$ cat config.mk
export PLATFORM = sky130hd
export DESIGN_NAME = oddr_tx_serializer
export DESIGN_NICKNAME = d
export VERILOG_FILES = /design/src/rtl/oddr_tx_serializer.sv
export SDC_FILE = /design/constraint.sdc
export NUM_CORES = 1
export LEC_CHECK = 0
export CAP_MARGIN = 20
export CORE_MARGIN = 4
export CORE_UTILIZATION = 45
export CTS_BUF_LIST = sky130_fd_sc_hd__clkbuf_16
export CTS_CLUSTER_SIZE = 20
export DETAILED_ROUTE_END_ITERATION = 8
export PLACE_DENSITY = 0.7
export SLEW_MARGIN = 20
export SYNTH_ARGS = -nofsm -noshare
export SYNTH_HDL_FRONTEND = slang
export SYNTH_SLANG_ARGS = --single-unit
export TNS_END_PERCENT = 5
$ cat constraint.sdc
create_clock -name C -period 2.72 [get_ports C]
set_input_delay 0.408 -clock C [delete_from_list [all_inputs] [get_ports C]]
set_output_delay 0.408 -clock C [all_outputs]
set_load 0.01 [all_outputs]
$ cat src/rtl/oddr_tx_serializer.sv
// oddr_tx_serializer
//   Transmit-side word serializer feeding an ODDR primitive in SAME_EDGE mode.
//   Parallel words arrive over a valid/ready handshake and leave as one
//   (rising, falling) bit pair per cycle on D1/D2. A holding register in front
//   of the shifter lets the next word follow the last pair of the current one
//   with no gap.
// Ports
//   C          clock, rising edge
//   R          synchronous reset, active high, overrides CE
//   CE         clock enable; low freezes all state
//   DIN        word to transmit (WORD_WIDTH bits)
//   DIN_VALID  DIN is valid
//   DIN_READY  block can take DIN this cycle
//   D1 / D2    registered rising / falling-edge bits to the ODDR
//   FRAME      high while D1/D2 carry pair0 of a word
//   BUSY       high while a word is being shifted out
//   UNDERRUN   one-cycle pulse when the stream ends because hold was empty
module oddr_tx_serializer #(
  parameter int   WORD_WIDTH = 8,
  parameter bit   MSB_FIRST  = 1'b1,
  parameter logic INIT_Q1    = 1'b0,
  parameter logic INIT_Q2    = 1'b0
) (
  input  logic                  C,
  input  logic                  R,
  input  logic                  CE,
  input  logic [WORD_WIDTH-1:0] DIN,
  input  logic                  DIN_VALID,
  output logic                  DIN_READY,
  output logic                  D1,
  output logic                  D2,
  output logic                  FRAME,
  output logic                  BUSY,
  output logic                  UNDERRUN
);

  localparam int W    = WORD_WIDTH;
  localparam int P    = W / 2;
  localparam int CW   = (P > 1) ? $clog2(P) : 1;
  localparam logic [CW-1:0] LAST = CW'(P - 1);

  typedef enum logic {S_IDLE, S_SHIFT} state_t;

  state_t         state_q, state_d;
  logic [W-1:0]   hold_q, hold_d;
  logic           hold_full_q, hold_full_d;
  logic [W-1:0]   shreg_q, shreg_d;
  logic [CW-1:0]  cnt_q, cnt_d;
  logic           d1_q, d1_d, d2_q, d2_d;
  logic           frame_q, frame_d;
  logic           underrun_q, underrun_d;

  logic           hold_drain;
  logic           accept;

  // Pair presented first from a word (or from the remaining shifter bits).
  function automatic logic [1:0] first_pair(input logic [W-1:0] w);
    return MSB_FIRST ? {w[W-1], w[W-2]} : {w[0], w[1]};
  endfunction

  // Drop the pair just presented so the next one sits at the output end.
  function automatic logic [W-1:0] drop_pair(input logic [W-1:0] w);
    return MSB_FIRST ? (w << 2) : (w >> 2);
  endfunction

  always_comb begin
    state_d     = state_q;
    hold_d      = hold_q;
    hold_full_d = hold_full_q;
    shreg_d     = shreg_q;
    cnt_d       = cnt_q;
    d1_d        = d1_q;
    d2_d        = d2_q;
    frame_d     = frame_q;
    underrun_d  = underrun_q;

    hold_drain = CE & hold_full_q &
                 ((state_q == S_IDLE) | ((state_q == S_SHIFT) & (cnt_q == LAST)));
    // Ready depends only on registered state, CE and R: no path from DIN_VALID.
    DIN_READY  = CE & ~R & (~hold_full_q | hold_drain);
    accept     = DIN_VALID & DIN_READY;

    if (CE) begin
      // A drain and an accept on the same edge keep hold full with the new word.
      hold_full_d = (hold_full_q & ~hold_drain) | accept;
      if (accept) hold_d = DIN;
      frame_d    = 1'b0;
      underrun_d = 1'b0;

      unique case (state_q)
        S_IDLE: begin
          d1_d = INIT_Q1;
          d2_d = INIT_Q2;
          if (hold_drain) begin
            {d1_d, d2_d} = first_pair(hold_q);
            shreg_d      = drop_pair(hold_q);
            frame_d      = 1'b1;
            cnt_d        = '0;
            state_d      = S_SHIFT;
          end
        end
        S_SHIFT: begin
          if (cnt_q != LAST) begin
            {d1_d, d2_d} = first_pair(shreg_q);
            shreg_d      = drop_pair(shreg_q);
            cnt_d        = cnt_q + CW'(1);
          end else if (hold_full_q) begin
            // Back-to-back word: pair0 directly after the previous last pair.
            {d1_d, d2_d} = first_pair(hold_q);
            shreg_d      = drop_pair(hold_q);
            frame_d      = 1'b1;
            cnt_d        = '0;
          end else begin
            d1_d       = INIT_Q1;
            d2_d       = INIT_Q2;
            underrun_d = 1'b1;
            cnt_d      = '0;
            state_d    = S_IDLE;
          end
        end
        default: state_d = S_IDLE;
      endcase
    end
  end

  always_ff @(posedge C) begin
    if (R) begin
      state_q     <= S_IDLE;
      hold_q      <= '0;
      hold_full_q <= 1'b0;
      shreg_q     <= '0;
      cnt_q       <= '0;
      d1_q        <= INIT_Q1;
      d2_q        <= INIT_Q2;
      frame_q     <= 1'b0;
      underrun_q  <= 1'b0;
    end else begin
      state_q     <= state_d;
      hold_q      <= hold_d;
      hold_full_q <= hold_full_d;
      shreg_q     <= shreg_d;
      cnt_q       <= cnt_d;
      d1_q        <= d1_d;
      d2_q        <= d2_d;
      frame_q     <= frame_d;
      underrun_q  <= underrun_d;
    end
  end

  assign D1       = d1_q;
  assign D2       = d2_q;
  assign FRAME    = frame_q;
  assign BUSY     = (state_q == S_SHIFT);
  assign UNDERRUN = underrun_q;

endmodule

# Word level (Yosys, flattened, before mapping)
# Cells that the tools add are included.
# Widths: inputs -> output; s select.
# classes
bitwise_logic	14
magnitude_cmp	0
div	0
n_reduce_logical	3
n_eq_ne	4
mul	0
n_shift	0
addsub	1
n_mux	24
# op_table
cell	n
$mux 8	3
$pmux 8 s2	1
$mux 1	13
$pmux 1 s2	4
$and 1x1->1	7
$mux 2	2
$ne 2x2->1 const B	2
$not 1->1	4
$pmux 2 s2	1
$reduce_and 2->1	2
$ne 3x1->1 const B	1
$or 1x1->1	3
$reduce_and 3->1	1
$add 2x1->2 const B	1
$eq 2x2->1 const B	1
# totals
rom_bits	0
regBits	24
mem_bits_rw	0
n_memories	0
elab_cells	55
latch_bits	0

# Longest topological paths before layout
# Gate-level depths: netlist (run 1).
# depth
depth_word	8
mapped_depth	5
ltp_nobuf	4

# Worst setup path after synthesis (run 1)
# No wires, ideal clock.
# synth_timing
path_type	reg-to-reg
startpoint	register cnt_q[0]
endpoint	register hold_q[2]
path_stages_with_launch	6
arrival_ns	1.479
n_path_buf	1
setup_slack_ns	1.120
cell_sequence	dfxtp_1 -> ha_1 -> nand2b_1 -> buf_6 -> o2111ai_4 -> mux2_2
# synth_via
elab_chain_cells	8
# synth_rtl
item	line_no	source
start, declared	48	logic [CW-1:0] cnt_q, cnt_d;
start signal, assigned	142	cnt_q <= cnt_d;
$eq 2x2->1	78	((state_q == S_IDLE) | ((state_q == S_SHIFT) & (cnt_q == LAST)));
$and 1x1->1	78	
$or 1x1->1	78	
$and 1x1->1	77	hold_drain = CE & hold_full_q &
$or 1x1->1	80	DIN_READY = CE & ~R & (~hold_full_q | hold_drain);
$and 1x1->1	80	
$and 1x1->1	81	accept = DIN_VALID & DIN_READY;
$reduce_and 2->1 (no line)	n/a	
end signal, assigned	139	hold_q <= hold_d;
end, declared	45	logic [W-1:0] hold_q, hold_d;
# No other way between the ends.
# A chain may end at the register's enable or synchronous reset.

# Worst setup path after layout (run 1)
# layout_timing
startpoint	register hold_full_q
endpoint	output port DIN_READY
# layout_via
elab_chain_cells	4
elab_cells_between_ends	5
classes_between	bitwise: 5
# layout_rtl
item	line_no	source
start, declared	46	logic hold_full_q, hold_full_d;
start signal, assigned	140	hold_full_q <= hold_full_d;
$and 1x1->1 (2 in series)	77	
$or 1x1->1 *	80	
$and 1x1->1 *	80	
end, declared	29	output logic DIN_READY,
# Mark *: on every way between the ends. The rest lies on a longest branch, timed or not.

==> flow_summary.json, run 1 <==
{
  "drive_gt1_share_pct": 12.9,
  "clock_latency_ns": 0.25,
  "fill_cells": 174,
  "cts_buffer_depth": 2,
  "clock_sinks": 22,
  "detail-route-antenna-nets": 0,
  "routed_wl_um": 1920,
  "io_pins": 18,
  "vias": 769,
  "cp-start-kind": "register",
  "yosysSeqAreaShare_pct": 44.9,
  "dr.pass1.iters": 4,
  "cpMaxStageDelayCell": "dfxtp_1",
  "fin_tns_setup_ns": 0,
  "cts_resized": 0,
  "fin_nets": 131,
  "p_per_area_nw_per_um2": 589,
  "crit_type": "register to primary output",
  "cts-root-buf": "clkbuf_16",
  "synth_cell_types": 30,
  "post-cts-setup-buffers": 0,
  "min_period_ns": 2.15,
  "synth_area_per_cell_um2": 9.81,
  "start_util_pct": 48.5,
  "final_common_cell": "dfxtp_1",
  "die_x_um": 54.7,
  "grt_usage_pct": 16.0,
  "yosys_register_bits": 22,
  "grt_pass1_vias": 772,
  "worst_pin_slew_ns": 0.546,
  "n_antenna_cell": 0,
  "std_cell_rows": 16,
  "grt_pass1_wl_um": 3350,
  "area_growth_pct": 26.5,
  "cts_hold_buf": 0,
  "place_hpwl_um": 1340,
  "p_leak_nw": 0.485,
  "outcome": "complete, no violations",
  "grt_overflow_total": 0,
  "hold_violations": 0,
  "drt_iter0_markers": 10,
  "multi_input_area_um2": 477,
  "die_height_um": 54.7,
  "synth_nets": 113,
  "max_freq_mhz": 466,
  "cts_buffers": 3,
  "hold_path.class": "register to register",
  "final_core_util_pct": 61.4,
  "max_stage_delay_ns": 0.53,
  "relSlewSlack_pct": 63.5,
  "port_buffers": 17,
  "ys_warn_count": 0,
  "path_clk_slew_ns": 0.05,
  "regArea_um2": 440,
  "rsz0062_at_grt": "no",
  "globalplace.congestion": 0.712,
  "slew_viol_final": 0,
  "ir_drop_mv": 0.384,
  "routed_via_density": 5.38,
  "cts_tree": "built",
  "remaining_drc_errors": 0,
  "syn-instance-count": 100,
  "fin_skew_ns": 0.00134,
  "final_cell_mix": "dfxtp_1 (22), clkdlybuf4s50_1 (17), nor2_1 (8)",
  "required_ns": 2.31,
  "syn_area_um2": 981,
  "synth_top_area_share_pct": 44.9,
  "grt_max_degree": 21,
  "core_um2": 2020,
  "cts_max_level": 1,
  "die_area_um2": 2990,
  "cp.arrival_ns": 1.74,
  "crit_fanout": 10,
  "drv_cap": 0,
  "fin_crit_sh_pct": 79.0,
  "yosysTopAreaCell": "dfxtp_1",
  "final-setup-viol-count": 0,
  "synth_area_leaders": "dfxtp_1 (45%), mux2_2 (6.9%), mux2i_1 (6.1%)",
  "endpoint_kind": "primary output",
  "path_cells": "inv_1 -> o211a_1 -> clkdlybuf4s50_1",
  "antenna_found_initial": 0,
  "wl_per_cell_um": 13.5
}
per-stage QoR:
stage / setup WS, ns / cells / power, mW / area, µm² / hold slack, ns
2_1_floorplan: 1.12 / 100 / 0.404 / 981 / 0.444
3_3_place_gp: 0.614 / 140 / 0.435 / 1170 / 0.457
3_5_place_dp: 0.576 / 140 / 0.438 / 1170 / 0.463
4_1_cts: 0.564 / 143 / 0.739 / 1240 / 0.472
5_1_grt: 0.483 / 143 / 0.761 / 1240 / 0.490
6_report: 0.572 / 143 / 0.731 / 1240 / 0.469
flip-flops by register name, indices dropped and copies added (netlist names):
register / cells
hold_q: 8
shreg_q: 6
cnt_q: 2
BUSY: 1
D1: 1
D2: 1
FRAME: 1
UNDERRUN: 1
hold_full_q: 1
worst max-delay path, delay by kind of cell, from the launching register on:
kind	cells	cell delay [ns]
flops	1	0.53
compound gates	1	0.26
buf+inv	2	0.70
cell type report:
cell class                 instances  area share (%)
tap                               27            2.72
multi-input combinational         65            38.4
inverter                           6            1.81
timing repair buffer              20            15.5
sequential                        22            35.5
clock buffer                       3            6.05
cells by family (layout without fill, tap and decap cells):
group | Yosys count | count (layout) | synth area share [%]
AND/OR/NAND/NOR | 34 | 34 | 17.1
multiplexers | 12 | 12 | 13.0
flip-flops | 22 | 22 | 44.9
buffers and inverters | 13 | 29 | 6.50
AO/OA/AOI/OAI | 18 | 18 | 17.2
adder cells (fa/ha/maj) | 1 | 1 | 1.28
report_power, final:
part           total (mW)  switching (mW)  leakage, nW  internal (mW)
registers           0.348          0.0106        0.179          0.337
clock network       0.300           0.106       0.0370          0.194
logic              0.0833          0.0381        0.268         0.0451
total               0.731           0.155        0.485          0.576
metal layers:
metal | wire length [µm] | track usage (%)
met5 | 0 | 0
met4 | 33 | 8.30
met3 | 72 | 4.36
met2 | 956 | 26.0
met1 | 862 | 19.0
cells in the mapped netlist:
| master | count |
|---|---|
| a2111oi_0 | 3 |
| nor2_1 | 8 |
| o211a_1 | 1 |
| buf_2 | 3 |
| clkbuf_1 | 1 |
| nand2_1 | 7 |
| mux2_2 | 6 |
| buf_6 | 1 |
| nand3b_1 | 1 |
| o21ai_0 | 1 |
| buf_1 | 1 |
| a21oi_1 | 3 |
| o32ai_1 | 2 |
| nor2b_1 | 7 |
| a22oi_1 | 1 |
| buf_4 | 1 |
| inv_1 | 6 |
| nand2b_1 | 3 |
| ha_1 | 1 |
| a21boi_2 | 1 |
| a211o_1 | 1 |
| a32oi_1 | 1 |
| nand4_1 | 1 |
| dfxtp_1 | 22 |
| nor3_1 | 4 |
| nand3_1 | 3 |
| a311oi_1 | 2 |
| mux2i_1 | 6 |
| o2111ai_4 | 1 |
| a2111oi_2 | 1 |
path summary, 6_finish.rpt:
kind | startpoint | to | slack (ns) | depth (start not counted)
worst max-delay path | hold_full_q | DIN_READY | 0.57 | 3
worst min-delay path | UNDERRUN | UNDERRUN | 0.47 | 2
worst max register to register | cnt_q[0] | hold_q[7] | 0.91 | 5
worst min register to register | UNDERRUN | UNDERRUN | 0.47 | 2
No activity file was read; power rests on OpenSTA's default activity.
==> run 2, diff against run 1 <==
Clock period 2.72 ns to 2.2 ns, I/O delays scaled along.
==> run 2 against run 1 <==
  * Non-clock buffer count increased by 2
  * Critical endpoint unchanged
  * Sequential share of layout area decreased by 0.42 points
  * Flip-flop and latch count stayed put
  * Worst setup slack lost 0.38 ns
  * Critical path depth rose by 1
  * Die area stayed put
  * Clock-buffer cell count did not move
  * Final cell count is 1.4% higher
  * Clock power increased by 23%
  * Utilization increased by 0.74 points
  * Register-to-register slack lost 0.51 ns
  * Routed wire length is 1.4% higher
  * Largest cell class unchanged
==> flow_summary.json, run 2 (same netlist as run 1, synthesis figures left out) <==
{
  "clock_sinks": 22,
  "drv_cap": 0,
  "wl_per_cell_um": 13.4,
  "core_um2": 2020,
  "fin_tns_setup_ns": 0,
  "worst_pin_slew_ns": 0.366,
  "cts_buffer_depth": 2,
  "grt_pass1_wl_um": 3330,
  "path_clk_slew_ns": 0.05,
  "top_regs": "hold_q: 8 flops, shreg_q: 6 flops, cnt_q: 2 flops",
  "io_pins": 18,
  "p_leak_nw": 0.495,
  "final-setup-viol-count": 0,
  "ir_drop_mv": 0.522,
  "hold_path.class": "register to register",
  "die_x_um": 54.7,
  "dr.pass1.iters": 4,
  "grt_overflow_total": 0,
  "die_height_um": 54.7,
  "fin_skew_ns": 0.00283,
  "remaining_drc_errors": 0,
  "cts_max_level": 1,
  "largest_reg_flops": 8,
  "slew_viol_final": 0,
  "start_util_pct": 48.5,
  "relSlewSlack_pct": 75.0,
  "min_period_ns": 2.01,
  "required_ns": 1.87,
  "endpoint_kind": "primary output",
  "crit_type": "register to primary output",
  "cts_resized": 0,
  "post-cts-setup-buffers": 0,
  "cp.arrival_ns": 1.68,
  "area_growth_pct": 28.1,
  "drt_iter0_markers": 10,
  "max_freq_mhz": 498,
  "cts_tree": "built",
  "final_core_util_pct": 62.1,
  "cts-root-buf": "clkbuf_16",
  "grt_pass1_vias": 778,
  "drive_gt1_share_pct": 14.4,
  "cts_hold_buf": 0,
  "fill_cells": 184,
  "clock_latency_ns": 0.25,
  "grt_usage_pct": 15.6,
  "globalplace.congestion": 0.692,
  "antenna_found_initial": 0,
  "outcome": "complete, no violations",
  "fin_crit_sh_pct": 91.3,
  "grt_max_degree": 21,
  "port_buffers": 17,
  "p_per_area_nw_per_um2": 721,
  "cp-start-kind": "register",
  "top_register": "hold_q",
  "routed_via_density": 5.54,
  "routed_wl_um": 1950,
  "n_antenna_cell": 0,
  "crit_fanout": 4,
  "die_area_um2": 2990,
  "cts_buffers": 3,
  "rsz0062_at_grt": "no",
  "detail-route-antenna-nets": 0,
  "final_common_cell": "dfxtp_1",
  "fin_nets": 133,
  "std_cell_rows": 16,
  "hold_violations": 0,
  "final_cell_mix": "dfxtp_1 (22), clkdlybuf4s50_1 (17), nor2_1 (8)",
  "vias": 804,
  "place_hpwl_um": 1360,
  "power.total_uw": 906
}
==> run 2: cell count changes in the layout (fill, tap and decap cells not counted) <==
cell,change
buf_4,+2
==> run 2: report_power, final <==
| group | internal, mW | switching [mW] |
|---|---|---|
| Clock | 0.240 | 0.131 |
| Combinational | 0.0583 | 0.0501 |
| Sequential | 0.417 | 0.0106 |
==> run 2: metrics by stage <==
step           hold slack (ns)  setup WS, ns  instance area, µm²  instances
2_1_floorplan            0.444         0.600                 981        100
3_3_place_gp             0.456         0.253                1180        142
3_5_place_dp             0.461         0.249                1180        142
4_1_cts                  0.471         0.186                1260        145
5_1_grt                  0.492         0.140                1260        145
6_report                 0.468         0.191                1260        145
==> run 2: worst paths after layout <==
path / startpoint / endpoint / slack (ns) / cells past startpoint
min reg2reg: FRAME / FRAME / 0.47 / 2
max: cnt_q[0] / DIN_READY / 0.19 / 4
min: FRAME / FRAME / 0.47 / 2
max reg2reg: cnt_q[0] / hold_q[6] / 0.40 / 5
==> run 2: worst max-delay path, stage by stage (launching register included) <==
cell and delay (ns):
dfxtp_1 0.32, ha_1 0.24, nand2b_1 0.18, o211a_1 0.21
clkdlybuf4s50_1 0.47
==> run 2: cell type report <==
type | count | area, µm² | share of cell area [%]
clock buffers | 3 | 75.1 | 5.98
flip-flops and latches | 22 | 440 | 35.1
inverters | 6 | 22.5 | 1.79
multi-input cells | 65 | 477 | 37.9
repair buffers | 22 | 208 | 16.5
well taps | 27 | 33.8 | 2.69
==> run 2: routing by layer <==
metal	global-route usage [%]	wire [µm]	up-vias	part of all wire (%)
met5	0	0	-	0
met4	6.22	24	0	1.2
met3	4.09	76	5	3.9
met2	28.1	1000	15	51
met1	17.2	848	390	43
li1	-	-	394	-
==> run 3, diff against run 2 <==
==> constraint.sdc (replaced) <==
create_clock -name C -period 2.2 [get_ports C]
set_input_delay 0.44 -clock C [delete_from_list [all_inputs] [get_ports C]]
set_output_delay 0.44 -clock C [all_outputs]
set_load 0.01 [all_outputs]
==> run 3 against run 2 <==
  * Worst setup slack worse by 0.11 ns
  * Largest power group is now the clock network
  * Clock skew up 0.00068 ns
  * Critical path depth stayed put
  * Final cell count increased by 2.1%
  * Highest routed layer unchanged
  * Clock power grew 37%
  * Maximum frequency down 5.2%
  * Sequential share of layout area decreased by 1.2 points
==> flow_summary.json, run 3 (same netlist as run 1, synthesis figures left out) <==
{
  "drive_gt1_share_pct": 16.5,
  "clock_sinks": 22,
  "cts_buffers": 3,
  "n_antenna_cell": 0,
  "max_freq_mhz": 472,
  "final_core_util_pct": 64.4,
  "cts_max_level": 1,
  "hold_path.class": "register to register",
  "relSlewSlack_pct": 73.6,
  "die_height_um": 54.7,
  "final_area_um2": 1300,
  "die_x_um": 54.7,
  "grt_overflow_total": 0,
  "grt_pass1_wl_um": 3530,
  "detail-route-antenna-nets": 0,
  "remaining_drc_errors": 0,
  "path_buf_inv": 1,
  "grt_usage_pct": 17.2,
  "cp.arrival_ns": 1.68,
  "globalplace.congestion": 0.702,
  "placed_area_um2": 1200,
  "fin_crit_sh_pct": 96.4,
  "std_cell_rows": 16,
  "largest_reg_flops": 8,
  "required_ns": 1.76,
  "clock_latency_ns": 0.26,
  "post-cts-setup-buffers": 0,
  "place_hpwl_um": 1440,
  "max_stage_delay_ns": 0.47,
  "ir_drop_mv": 0.556,
  "cpMaxStageDelayCell": "clkdlybuf4s50_1",
  "wl_per_cell_um": 14.2,
  "grt_max_degree": 21,
  "start_util_pct": 48.5,
  "outcome": "complete, no violations",
  "die_area_um2": 2990,
  "crit_type": "register to primary output",
  "area_growth_pct": 32.7,
  "antenna_found_initial": 0,
  "routed_via_density": 5.55,
  "core_um2": 2020,
  "rsz0062_at_grt": "no",
  "fin_skew_ns": 0.00350,
  "port_buffers": 17,
  "final_cell_mix": "dfxtp_1 (22), clkdlybuf4s50_1 (17), nor2_1 (8)",
  "final_common_cell": "dfxtp_1",
  "min_period_ns": 2.12,
  "endpoint_kind": "primary output",
  "cts_resized": 0,
  "cts_tree": "built",
  "fin_tns_setup_ns": 0,
  "cp-start-kind": "register",
  "grt_pass1_vias": 813,
  "cts_buffer_depth": 2,
  "cts-root-buf": "clkbuf_16",
  "p_per_area_nw_per_um2": 805,
  "crit_fanout": 4,
  "p_leak_nw": 0.519,
  "drv_cap": 0,
  "routed_wl_um": 2110,
  "path_cells": "ha_1 -> nand2b_1 -> o211a_1 -> clkdlybuf4s50_1",
  "path_clk_slew_ns": 0.06,
  "top_register": "hold_q",
  "fin_nets": 135,
  "final-setup-viol-count": 0,
  "drt_iter0_markers": 21,
  "cts_hold_buf": 0,
  "dr.pass1.iters": 4,
  "crit_family": "buffers and inverters",
  "hold_violations": 0,
  "worst_pin_slew_ns": 0.385,
  "vias": 821,
  "top_regs": "hold_q: 8 flops, shreg_q: 6 flops, cnt_q: 2 flops",
  "slew_viol_final": 0,
  "io_pins": 18
}
run 3: tightest hold or removal path, cell delays in order, from the launching register on:
cell      delay, ns
dfxtp_1        0.31
nand2b_1       0.06
a21oi_1        0.05
run 3: worst paths after layout:
path,slack (ns),depth (start not counted),start,endpoint
worst min register to register,0.47,2,FRAME,FRAME
worst max register to register,0.40,5,cnt_q[0],hold_q[6]
worst max-delay path,0.08,4,cnt_q[0],DIN_READY
worst min-delay path,0.47,2,FRAME,FRAME
run 3: report_power, final:
| group | switching (mW) | internal [mW] |
|---|---|---|
| Sequential | 0.0112 | 0.417 |
| Clock | 0.145 | 0.361 |
| Combinational | 0.0521 | 0.0609 |
| Total | 0.208 | 0.839 |
run 3: layout make-up:
type	count	area, µm²
clock buffers	3	75.1
clock inverters	1	30.0
fillers	173	721
inverters	6	22.5
multi-input cells	65	477
flip-flops and latches	22	440
well taps	27	33.8
repair buffers	24	223
run 3: per-stage QoR:
step / setup slack [ns] / power [mW] / cells / hold slack (ns)
after global placement: 0.122 / 0.545 / 144 / 0.456
after detailed placement: 0.121 / 0.549 / 144 / 0.462
after floorplan: 0.600 / 0.500 / 100 / 0.444
final: 0.0802 / 1.05 / 148 / 0.466
after CTS: 0.0653 / 1.06 / 148 / 0.472
after global routing: 0.0219 / 1.08 / 148 / 0.507
run 3: metal layers:
metal	global-route usage [%]	vias to the layer above	wire (µm)
li1	-	401	-
met3	4.09	6	108
met2	29.1	22	1070
met4	9.96	0	51
met5	0	-	0
met1	19.4	392	880
